**config.mk**
```make
export PLATFORM = sky130hd
export DESIGN_NAME = pwm_deadtime
export DESIGN_NICKNAME = d
export VERILOG_FILES = /design/src/rtl/pwm_deadtime_pkg.sv /design/src/rtl/pwm_deadtime.sv
export SDC_FILE = /design/constraint.sdc
export NUM_CORES = 1
export LEC_CHECK = 0
export CAP_MARGIN = 20
export CORE_MARGIN = 10
export CORE_UTILIZATION = 45
export CTS_CLUSTER_DIAMETER = 50
export DETAILED_ROUTE_END_ITERATION = 12
export DONT_BUFFER_PORTS = 1
export GPL_TIMING_DRIVEN = 0
export PLACE_DENSITY = 0.7
export SYNTH_ARGS = -nofsm -noshare
export SYNTH_HDL_FRONTEND = slang
export SYNTH_SLANG_ARGS = --single-unit
```
**constraint.sdc**
```tcl
create_clock -name clk -period 1.7 [get_ports clk]
set_input_delay 0.34 -clock clk [delete_from_list [all_inputs] [get_ports clk]]
set_output_delay 0.34 -clock clk [all_outputs]
set_load 0.005 [all_outputs]
```
**src/rtl/pwm_deadtime_pkg.sv**
```systemverilog
// Shared types and constants for the half-bridge dead-band stage.
// State encoding, default counter width and target-side codes.
package pwm_deadtime_pkg;

    localparam int DT_W_DEF = 8;

    typedef enum logic [2:0] {
        ST_OFF   = 3'd0,
        ST_DEAD  = 3'd1,
        ST_HIGH  = 3'd2,
        ST_LOW   = 3'd3,
        ST_FAULT = 3'd4
    } state_t;

    localparam logic TGT_HIGH = 1'b1;
    localparam logic TGT_LOW  = 1'b0;

endpackage

```
**src/rtl/pwm_deadtime.sv**
```systemverilog
// Complementary gate driver with programmable dead band and
// latched fault shutdown, fed by the registered PWM waveform.
module pwm_deadtime
    import pwm_deadtime_pkg::*;
#(
    parameter int DT_W = DT_W_DEF
) (
    input  logic            clk,
    input  logic            rst_n,
    input  logic            pwm_in,
    input  logic            en,
    input  logic [DT_W-1:0] dead_time,
    input  logic            fault,
    input  logic            fault_clr,
    output logic            pwm_h,
    output logic            pwm_l,
    output logic            in_dead,
    output logic            fault_latched
);

    localparam logic [DT_W-1:0] CNT_ONE = DT_W'(1);

    state_t          state, state_nx;
    logic [DT_W-1:0] cnt, cnt_nx;
    logic            tgt, tgt_nx;
    logic            dt_zero;
    logic            side_nx;
    logic            load;

    assign dt_zero = (dead_time == '0);

    always_ff @(posedge clk or negedge rst_n) begin
        if (!rst_n) begin
            state         <= ST_OFF;
            cnt           <= '0;
            tgt           <= TGT_LOW;
            pwm_h         <= 1'b0;
            pwm_l         <= 1'b0;
            in_dead       <= 1'b0;
            fault_latched <= 1'b0;
        end else begin
            state         <= state_nx;
            cnt           <= cnt_nx;
            tgt           <= tgt_nx;
            pwm_h         <= (state_nx == ST_HIGH);
            pwm_l         <= (state_nx == ST_LOW);
            in_dead       <= (state_nx == ST_DEAD);
            fault_latched <= (state_nx == ST_FAULT);
        end
    end

    always_comb begin
        state_nx = state;
        cnt_nx   = cnt;
        tgt_nx   = tgt;
        side_nx  = pwm_in;
        load     = 1'b0;

        if (fault) begin
            state_nx = ST_FAULT;
            cnt_nx   = '0;
        end else if (state == ST_FAULT) begin
            if (fault_clr)
                state_nx = ST_OFF;
        end else if (!en) begin
            state_nx = ST_OFF;
            cnt_nx   = '0;
        end else begin
            case (state)
                ST_OFF:  load = 1'b1;
                ST_HIGH: load = !pwm_in;
                ST_LOW:  load = pwm_in;
                ST_DEAD: begin
                    // Target tracks the input; the count is never restarted.
                    tgt_nx = pwm_in;
                    if (cnt <= CNT_ONE)
                        state_nx = tgt ? ST_HIGH : ST_LOW;
                    else
                        cnt_nx = cnt - CNT_ONE;
                end
                default: state_nx = ST_OFF;
            endcase
        end

        if (load) begin
            if (dt_zero) begin
                state_nx = (side_nx == TGT_HIGH) ? ST_HIGH : ST_LOW;
            end else begin
                state_nx = ST_DEAD;
                cnt_nx   = dead_time;
                tgt_nx   = side_nx;
            end
        end
    end

endmodule

```
# ---- Word level (Yosys, flattened, before mapping)
# Index checks and enable logic that the tools add are counted.
dict set report totals {
  latchBits 0
  ram_bits 0
  in_bits 14
  ff_bits 16
  rom_bits 0
  mem_count 0
  out_inout_bits 4
}
dict set report classes {
  magnitude_cmp 1
  n_mux 27
  n_addsub 1
  eq_ne 8
  n_reduce_logical 4
  shift 0
  n_mul 0
  bitwise_logic 0
  n_div 0
}
# cell count
set op_table {}
lappend op_table {{2-to-1 mux 8 bit} 7}
lappend op_table {{2-to-1 mux 3 bit} 6}
lappend op_table {{equality test 3 x 2 -> 1 bit (second input constant)} 4}
lappend op_table {{2-to-1 mux 1 bit} 11}
lappend op_table {{less-or-equal comparator 8 x 1 -> 1 bit (second input constant)} 1}
lappend op_table {{zero test 8 bit} 1}
lappend op_table {{subtractor 8 x 1 -> 8 bit (second input constant)} 1}
lappend op_table {{equality test 3 x 1 -> 1 bit (second input constant)} 2}
lappend op_table {{equality test 3 bit (second input constant)} 2}
lappend op_table {{one-hot mux 3 bit (2 select lines)} 1}
lappend op_table {{zero test 3 bit} 1}
lappend op_table {{one-hot mux 1 bit (3 select lines)} 1}
lappend op_table {{OR reduction 3 bit} 1}
lappend op_table {{2-to-1 mux 2 bit} 1}
lappend op_table {{zero test 1 bit} 1}

# ---- Depth between registers and ports, before layout
# Gate-level depths: netlist (run 1).
dict set report depth {
  depth_word 8
  mapped_depth 7
}

# ---- Worst setup path after synthesis (run 1)
# OpenSTA, ideal clock, no wires.
dict set report synth_path {
  kind {reg-to-reg}
  from {register cnt[2]}
  to {register cnt[5]}
  path_buffers 0
  required_time_ns 1.579
  path_stages_with_launch 6
  t_arrival_ns 1.720
  slack_ns -0.141
  path_cell_list {dfrtp_1 > or4_4 > nor4_4 > a21oi_2 > a31o_1 > a22o_1}
}
dict set report synth_via {
  elab_chain_len 8
}
# element line_no
set synth_lines {}
lappend synth_lines {{start: declaration} pwm_deadtime.sv:24} ;# logic [DT_W-1:0] cnt, cnt_nx;
lappend synth_lines {{start signal: assignment} pwm_deadtime.sv:43} ;# cnt <= cnt_nx;
lappend synth_lines {{subtractor 8 x 1 -> 8 bit / less-or-equal comparator 8 x 1 -> 1 bit (equally long branches)} {pwm_deadtime.sv:79, pwm_deadtime.sv:76}}
lappend synth_lines {{2-to-1 mux 8 bit *} pwm_deadtime.sv:76} ;# if (cnt <= CNT_ONE)
lappend synth_lines {{2-to-1 mux 8 bit *} pwm_deadtime.sv:69} ;# case (state)
lappend synth_lines {{2-to-1 mux 8 bit *} pwm_deadtime.sv:65} ;# end else if (!en) begin
lappend synth_lines {{2-to-1 mux 8 bit *} pwm_deadtime.sv:62} ;# end else if (state == ST_FAULT) begin
lappend synth_lines {{2-to-1 mux 8 bit *} pwm_deadtime.sv:59} ;# if (fault) begin
lappend synth_lines {{2-to-1 mux 8 bit} pwm_deadtime.sv:86} ;# if (dt_zero) begin
lappend synth_lines {{2-to-1 mux 8 bit *} pwm_deadtime.sv:85} ;# if (load) begin
lappend synth_lines {{via cnt_nx[5]} pwm_deadtime.sv:24}
# The timed path passes the listed nets; every way through them passes the cells marked *.

# ---- Worst setup path in the final report (run 1)
dict set report layout_path {
  from {register cnt[2]}
  to {register cnt[7]}
}
# The elaborated chain is that of the path after synthesis.

==> reports/results.tsv, run 1 <==
metric	value	unit
status	finished, violations left	
failing checks	setup timing	
Vias per Instance	6.310	
Total Nets Final	145	
Critical Setup Path Class	flop to flop	
H-tree Lvls	1	
Place WS	-0.3214	ns
routed len/inst	19.06	um
max incr delay on CP	0.56	ns
Tot GR Track Use	13.17	%
number of synthesized flops with an enable pin	0	
Max-slew headroom	50.21	%
starting density of the core	46.08	%
area occupied by registers	406.6	um2
worst skew pair latency	0.29	ns
Required @ worst endpoint	1.88	ns
period utilization	112.5	%
Slew Viols, Final	0	
TritonRoute pass-1 iters	4	
vias	978	
Critical Path, Cell by Cell	or4_4 > buf_4 > or3_2 > a21oi_1 > o21ai_1	
commonest cells in the netlist	16 x dfrtp_1, 15 x nand2_1, 9 x nor2_1, 7 x o21ai_0, 5 x a21oi_1	
post-synth top area cell	dfrtp_1	
synth-to-layout area growth	32.17	%
internal power	0.6186	mW
Final Hold Vio Count	0	
Crit-path slowest cell	or4_4	
multi-input logic area	679.4	um2
chip width	67.14	um
clock slew at reported path FFs	0.09	ns
Switching Fraction	31.47	%
share of power burned in registers	48.2	%
RSZ-0062 raised after global routing	true	
Syn Area/Cell	9.343	um2
die extent in y	67.14	um
yosys warns	0	
Util after Layout	60.90	%
Syn Nets	123	
flops & latches, synth	16	
HPWL Detailed	1.851	mm
clk_skew	0.005500	ns
Root Buffer	clkbuf_4	
gr ovfl total	0	
total power	0.9027	mW
max-cap viol count	0	
post-route ant nets	0	
initial antenna violation count	0	
Lkg Pwr	0.5404	nW
sw power	0.2841	mW
share of layout cells above drive strength 1	40.16	%
I/O pins	18	
Synth Cell Area	999.7	um2
GPL Wtd Cong	0.8602	
DIE AREA	0.004507	mm2
crit path max fanout	2	
row count	17	
worst setup margin	-0.2119	ns
Syn Inst Count	107	
largest net degree at the start of global routing	17	
worst vdd ir	0.5082	mV
register area share after synthesis	40.05	%
DRC	0	
# diodes	0	
ys async rst share	100.0	%
Yosys top cell area share	40.05	%
Iter 0 DRT Violations	69	
crit start category	flop	
post-synth cell types	38	
CTS tree	built	
final WL	2.954	mm
Clock Power Share	22.4	%
Final Critical Period	1.912	ns
Synth area leaders	dfrtp_1 40%, nand2_1 5.6%, o21ai_0 3.5%	
Hold Path Class	input pin to flop	
Final setup viols	13	
critical path arrival	2.09	ns
Placed Instances	135	
delay-heaviest family, CP	simple AND/OR/NAND/NOR gates	
number of global-route vias before repair	1006	
clock buffer depth	2	
WP buf/inv	1	
Cell Count, Final, Fillers Out	155	
top_reg_cell synth	dfrtp_1	
PD cells	683.2	mW/mm2
Logic pwr share	29.4	%
Num CTS Buffers	3	
top-count cell post-synth	dfrtp_1	
Hold WS	0.1439	ns
first-pass GRT wire length	4.629	mm
CTS sink cnt	16	
CP Capture Type	flop	
FMAX	523.0	MHz
FILL cells	198	
Worst-Margin Slew	0.7443	ns
core area	0.002170	mm2
IO Port Bufs	0	
-- area by class of cell --
class                           count  area share (%)
Sequential cell                    16           30.78
Inverter                            4           1.136
Buffer                              3           1.610
Tap cell                           28           2.652
Timing Repair Buffer               17           10.70
Multi-Input combinational cell     84           51.42
Clock buffer                        3           1.705
-- per-stage QoR --
step	area [um2]	TNS (ns)
after floorplan	1002	-0.4774
after global placement	1037	-2.438
after detailed placement	1037	-2.559
after CTS	1187	-1.889
after global routing	1321	-2.478
final	1321	-1.513
-- logic make-up after synthesis --
family / Yosys count / synth area share (%)
buffers and inverters: 7 / 3.629
AOI/OAI and AO/OA: 32 / 22.78
xor gates and xnor gates: 1 / 0.8763
muxes: 3 / 3.254
and+or+nand+nor: 46 / 26.91
DFF: 16 / 40.05
adders and majority gates: 2 / 2.503
-- power by group through the flow --
stage | registers, mW | logic [mW] | clock network, mW
floorplan | 0.430 | 0.117 | 0
global placement | 0.435 | 0.140 | 0
detailed placement | 0.436 | 0.143 | 0
CTS | 0.432 | 0.206 | 0.207
global route | 0.438 | 0.288 | 0.222
finish | 0.435 | 0.265 | 0.202
-- path summary, 6_finish.rpt --
path,end,slack [ns],depth (start not counted),from
min in group asynchronous,fault_latched,0.55,1,rst_n
max,cnt[7],-0.21,5,cnt[2]
min reg2reg,tgt,0.58,1,tgt
max in group asynchronous,cnt[4],0.63,1,rst_n
min,fault_latched,0.14,1,fault_clr
max reg2reg,cnt[7],-0.21,5,cnt[2]
-- timing repair --
item                                    CTS  global route
buffers inserted                          5            11
pin swaps                                 7             9
hold buffers                              1             0
endpoints found under the setup margin   13            14
gates cloned                              0             0
hold endpoints to repair                 16             0
resized for setup                        19            16
-- sequential cells by signal, summed over array words and instances, names as in the netlist --
| register | flops |
|---|---|
| state | 3 |
| pwm_h | 1 |
| fault_latched | 1 |
| pwm_l | 1 |
| cnt | 8 |
| tgt | 1 |
| in_dead | 1 |
-- cell usage in the layout, fill, tap and decap left out, types with 3 or more instances in the layout --
cell,netlist,final
a32o_1,3,3
nand2_1,15,14
a21o_1,3,3
buf_6,1,4
nor2_1,9,8
dfrtp_1,16,11
a21oi_1,5,4
clkbuf_4,0,3
nor4_1,4,3
buf_4,0,13
o21ai_0,7,3
dfrtp_2,0,5
-- layer usage --
layer  share of wire, %  vias up  track usage [%]
met5                  0        -                0
met4                2.2        0            7.949
met3                7.9        8            5.289
met2                 52       34            21.56
met1                 38      492            14.01
li1                   -      444                -
(Power assumes the default switching activity.)
==> inputs of run 2 (changes only) <==
SKIP_LAST_GASP = 1   (was unset)
==> run 2 against run 1 <==
Effect of this change:
- the flow still finishes with violations (setup timing)
- sequential share of layout area stayed put
- critical path depth stayed put
- utilization did not move
- clock skew decreased by 0.0011 ns
- non-clock buffer count unchanged
- maximum frequency is essentially flat
- wire length is 0.61% lower
- total power down 0.23%
- register-to-register slack is essentially flat
- combinational power about the same
- critical path type unchanged
- largest cell class unchanged
- largest power group unchanged
- highest routed layer unchanged
==> reports/results.tsv, run 2 (synthesis gave the netlist of run 1 again) <==
metric	value	unit	change
Critical Path, Cell by Cell	or4_4 > buf_4 > or3_2 > a21oi_1 > o21ai_1		
Switching Fraction	31.32	%	-0.15 points
delay-heaviest family, CP	simple AND/OR/NAND/NOR gates		
DIE AREA	0.004507	mm2	unchanged
Lkg Pwr	0.5404	nW	unchanged
hold path cells	1		unchanged
PD cells	681.7	mW/mm2	-0.23%
Worst R2R Setup Slack	-0.21	ns	about the same
Critical Setup Path Class	flop to flop		
internal power	0.6186	mW	about the same
I/O pins	18		unchanged
crit start category	flop		
synth-to-layout area growth	32.17	%	unchanged
CP Capture Type	flop		
chip width	67.14	um	unchanged
FMAX	522.9	MHz	about the same
die extent in y	67.14	um	unchanged
# diodes	0		unchanged
Largest Register	cnt		
worst r2r src	cnt[2]		
crit path max fanout	2		unchanged
HPWL Detailed	1.851	mm	unchanged
share of layout cells above drive strength 1	40.16	%	unchanged
DRC	0		unchanged
critical path arrival	2.09	ns	about the same
Max-slew headroom	49.75	%	-0.46 points
Slew Viols, Final	0		unchanged
worst vdd ir	0.5049	mV	-0.65%
Crit Reg-Reg Endpoint	cnt[7]		
Final Hold Vio Count	0		unchanged
worst skew pair latency	0.29	ns	about the same
FILL cells	198		unchanged
post-route ant nets	0		unchanged
CTS sink cnt	16		unchanged
worst setup margin	-0.2124	ns	-0.0004260 ns
Required @ worst endpoint	1.88	ns	about the same
Reg2Reg Depth	5		unchanged
clk_skew	0.004413	ns	-0.001086 ns
TritonRoute pass-1 iters	4		unchanged
most frequent cells in the layout	14 x nand2_1, 13 x buf_4, 11 x dfrtp_1, 8 x nor2_1, 5 x dfrtp_2		
Root Buffer	clkbuf_4		
initial antenna violation count	0		unchanged
max incr delay on CP	0.56	ns	about the same
Clock Power Share	22.3	%	about the same
Final Critical Period	1.912	ns	+0.0004260 ns
GPL Wtd Cong	0.8602		unchanged
failing checks	setup timing		
area occupied by registers	406.6	um2	unchanged
core area	0.002170	mm2	unchanged
share of power burned in registers	48.3	%	about the same
Num CTS Buffers	3		unchanged
gr ovfl total	0		unchanged
Total Nets Final	145		unchanged
RSZ-0062 raised after global routing	true		
routed len/inst	18.94	um	-0.61%
max reg flops	8		unchanged
IO Port Bufs	0		unchanged
largest net degree at the start of global routing	17		unchanged
clock slew at reported path FFs	0.09	ns	about the same
CTS tree	built		
vias	976		-0.20%
WP buf/inv	1		unchanged
Logic pwr share	29.4	%	about the same
Hold Path Class	input pin to flop		
Worst-Margin Slew	0.7513	ns	+0.006933 ns
number of global-route vias before repair	1006		unchanged
hold path start	fault		
Place WS	-0.3214	ns	unchanged
starting density of the core	46.08	%	unchanged
Final setup viols	13		unchanged
max-cap viol count	0		unchanged
commonest non-fill, non-tap cell in the layout	nand2_1		
H-tree Lvls	1		unchanged
Tot GR Track Use	13.17	%	unchanged
multi-input logic area	679.4	um2	unchanged
hold endpoint	cnt[6]		
Iter 0 DRT Violations	83		+20%
sw power	0.2821	mW	-0.70%
first-pass GRT wire length	4.629	mm	unchanged
Crit-path slowest cell	or4_4		
Regs by FF count	cnt (8), state (3)		
CP startpoint	cnt[2]		
setup_tns	-1.503	ns	+0.009460 ns
status	finished, violations left		
period utilization	112.5	%	about the same
final WL	2.936	mm	-0.61%
Vias per Instance	6.297		-0.20%
row count	17		unchanged
clock buffer depth	2		unchanged
-- run 2: cell type report --
cell class	instances	area share [%]
inverters	4	1.136
repair buffers	17	10.70
plain buffers	3	1.610
clock buffers	3	1.705
flip-flops and latches	16	30.78
well taps	28	2.652
multi-input cells	84	51.42
-- run 2: worst max path at each step --
stage / endpoint / slack, ns / cells past startpoint
floorplan: cnt[5] / -0.14 / 5
global placement: cnt[5] / -0.32 / 5
detailed placement: cnt[5] / -0.32 / 5
CTS: cnt[5] / -0.28 / 5
global route: cnt[7] / -0.26 / 5
finish: cnt[7] / -0.21 / 5
-- run 2: power by group through the flow --
stage	combinational [mW]	sequential (mW)	clock [mW]
6_report	0.265	0.435	0.201
5_1_grt	0.288	0.438	0.222
4_1_cts	0.206	0.432	0.207
3_5_place_dp	0.143	0.436	0
3_3_place_gp	0.140	0.435	0
2_1_floorplan	0.117	0.430	0
-- run 2: layer usage --
| metal | GRT usage, % | part of all wire [%] |
|---|---|---|
| met5 | 0 | 0 |
| met4 | 7.949 | 1.6 |
| met3 | 5.289 | 9.4 |
| met2 | 21.56 | 53 |
| met1 | 14.01 | 36 |
-- run 2: stage by stage --
step / instances / hold WS, ns / util, % / cell area, um2 / power, mW
after floorplan: 107 / 0.04441 / - / 1002 / 0.5472
after global placement: 135 / 0.04498 / 47.81 / 1037 / 0.5758
after detailed placement: 135 / 0.04504 / 47.81 / 1037 / 0.5792
after CTS: 144 / 0.1363 / 54.73 / 1187 / 0.8450
after global routing: 155 / 0.1412 / 60.90 / 1321 / 0.9484
final: 155 / 0.1445 / 60.90 / 1321 / 0.9007
-- run 2: what timing repair did --
action	CTS	global route
hold buffers	1	0
buffers inserted	5	11
resized for setup	19	16
setup endpoints to repair	13	14
pin swaps	7	9
hold endpoints to repair	16	0
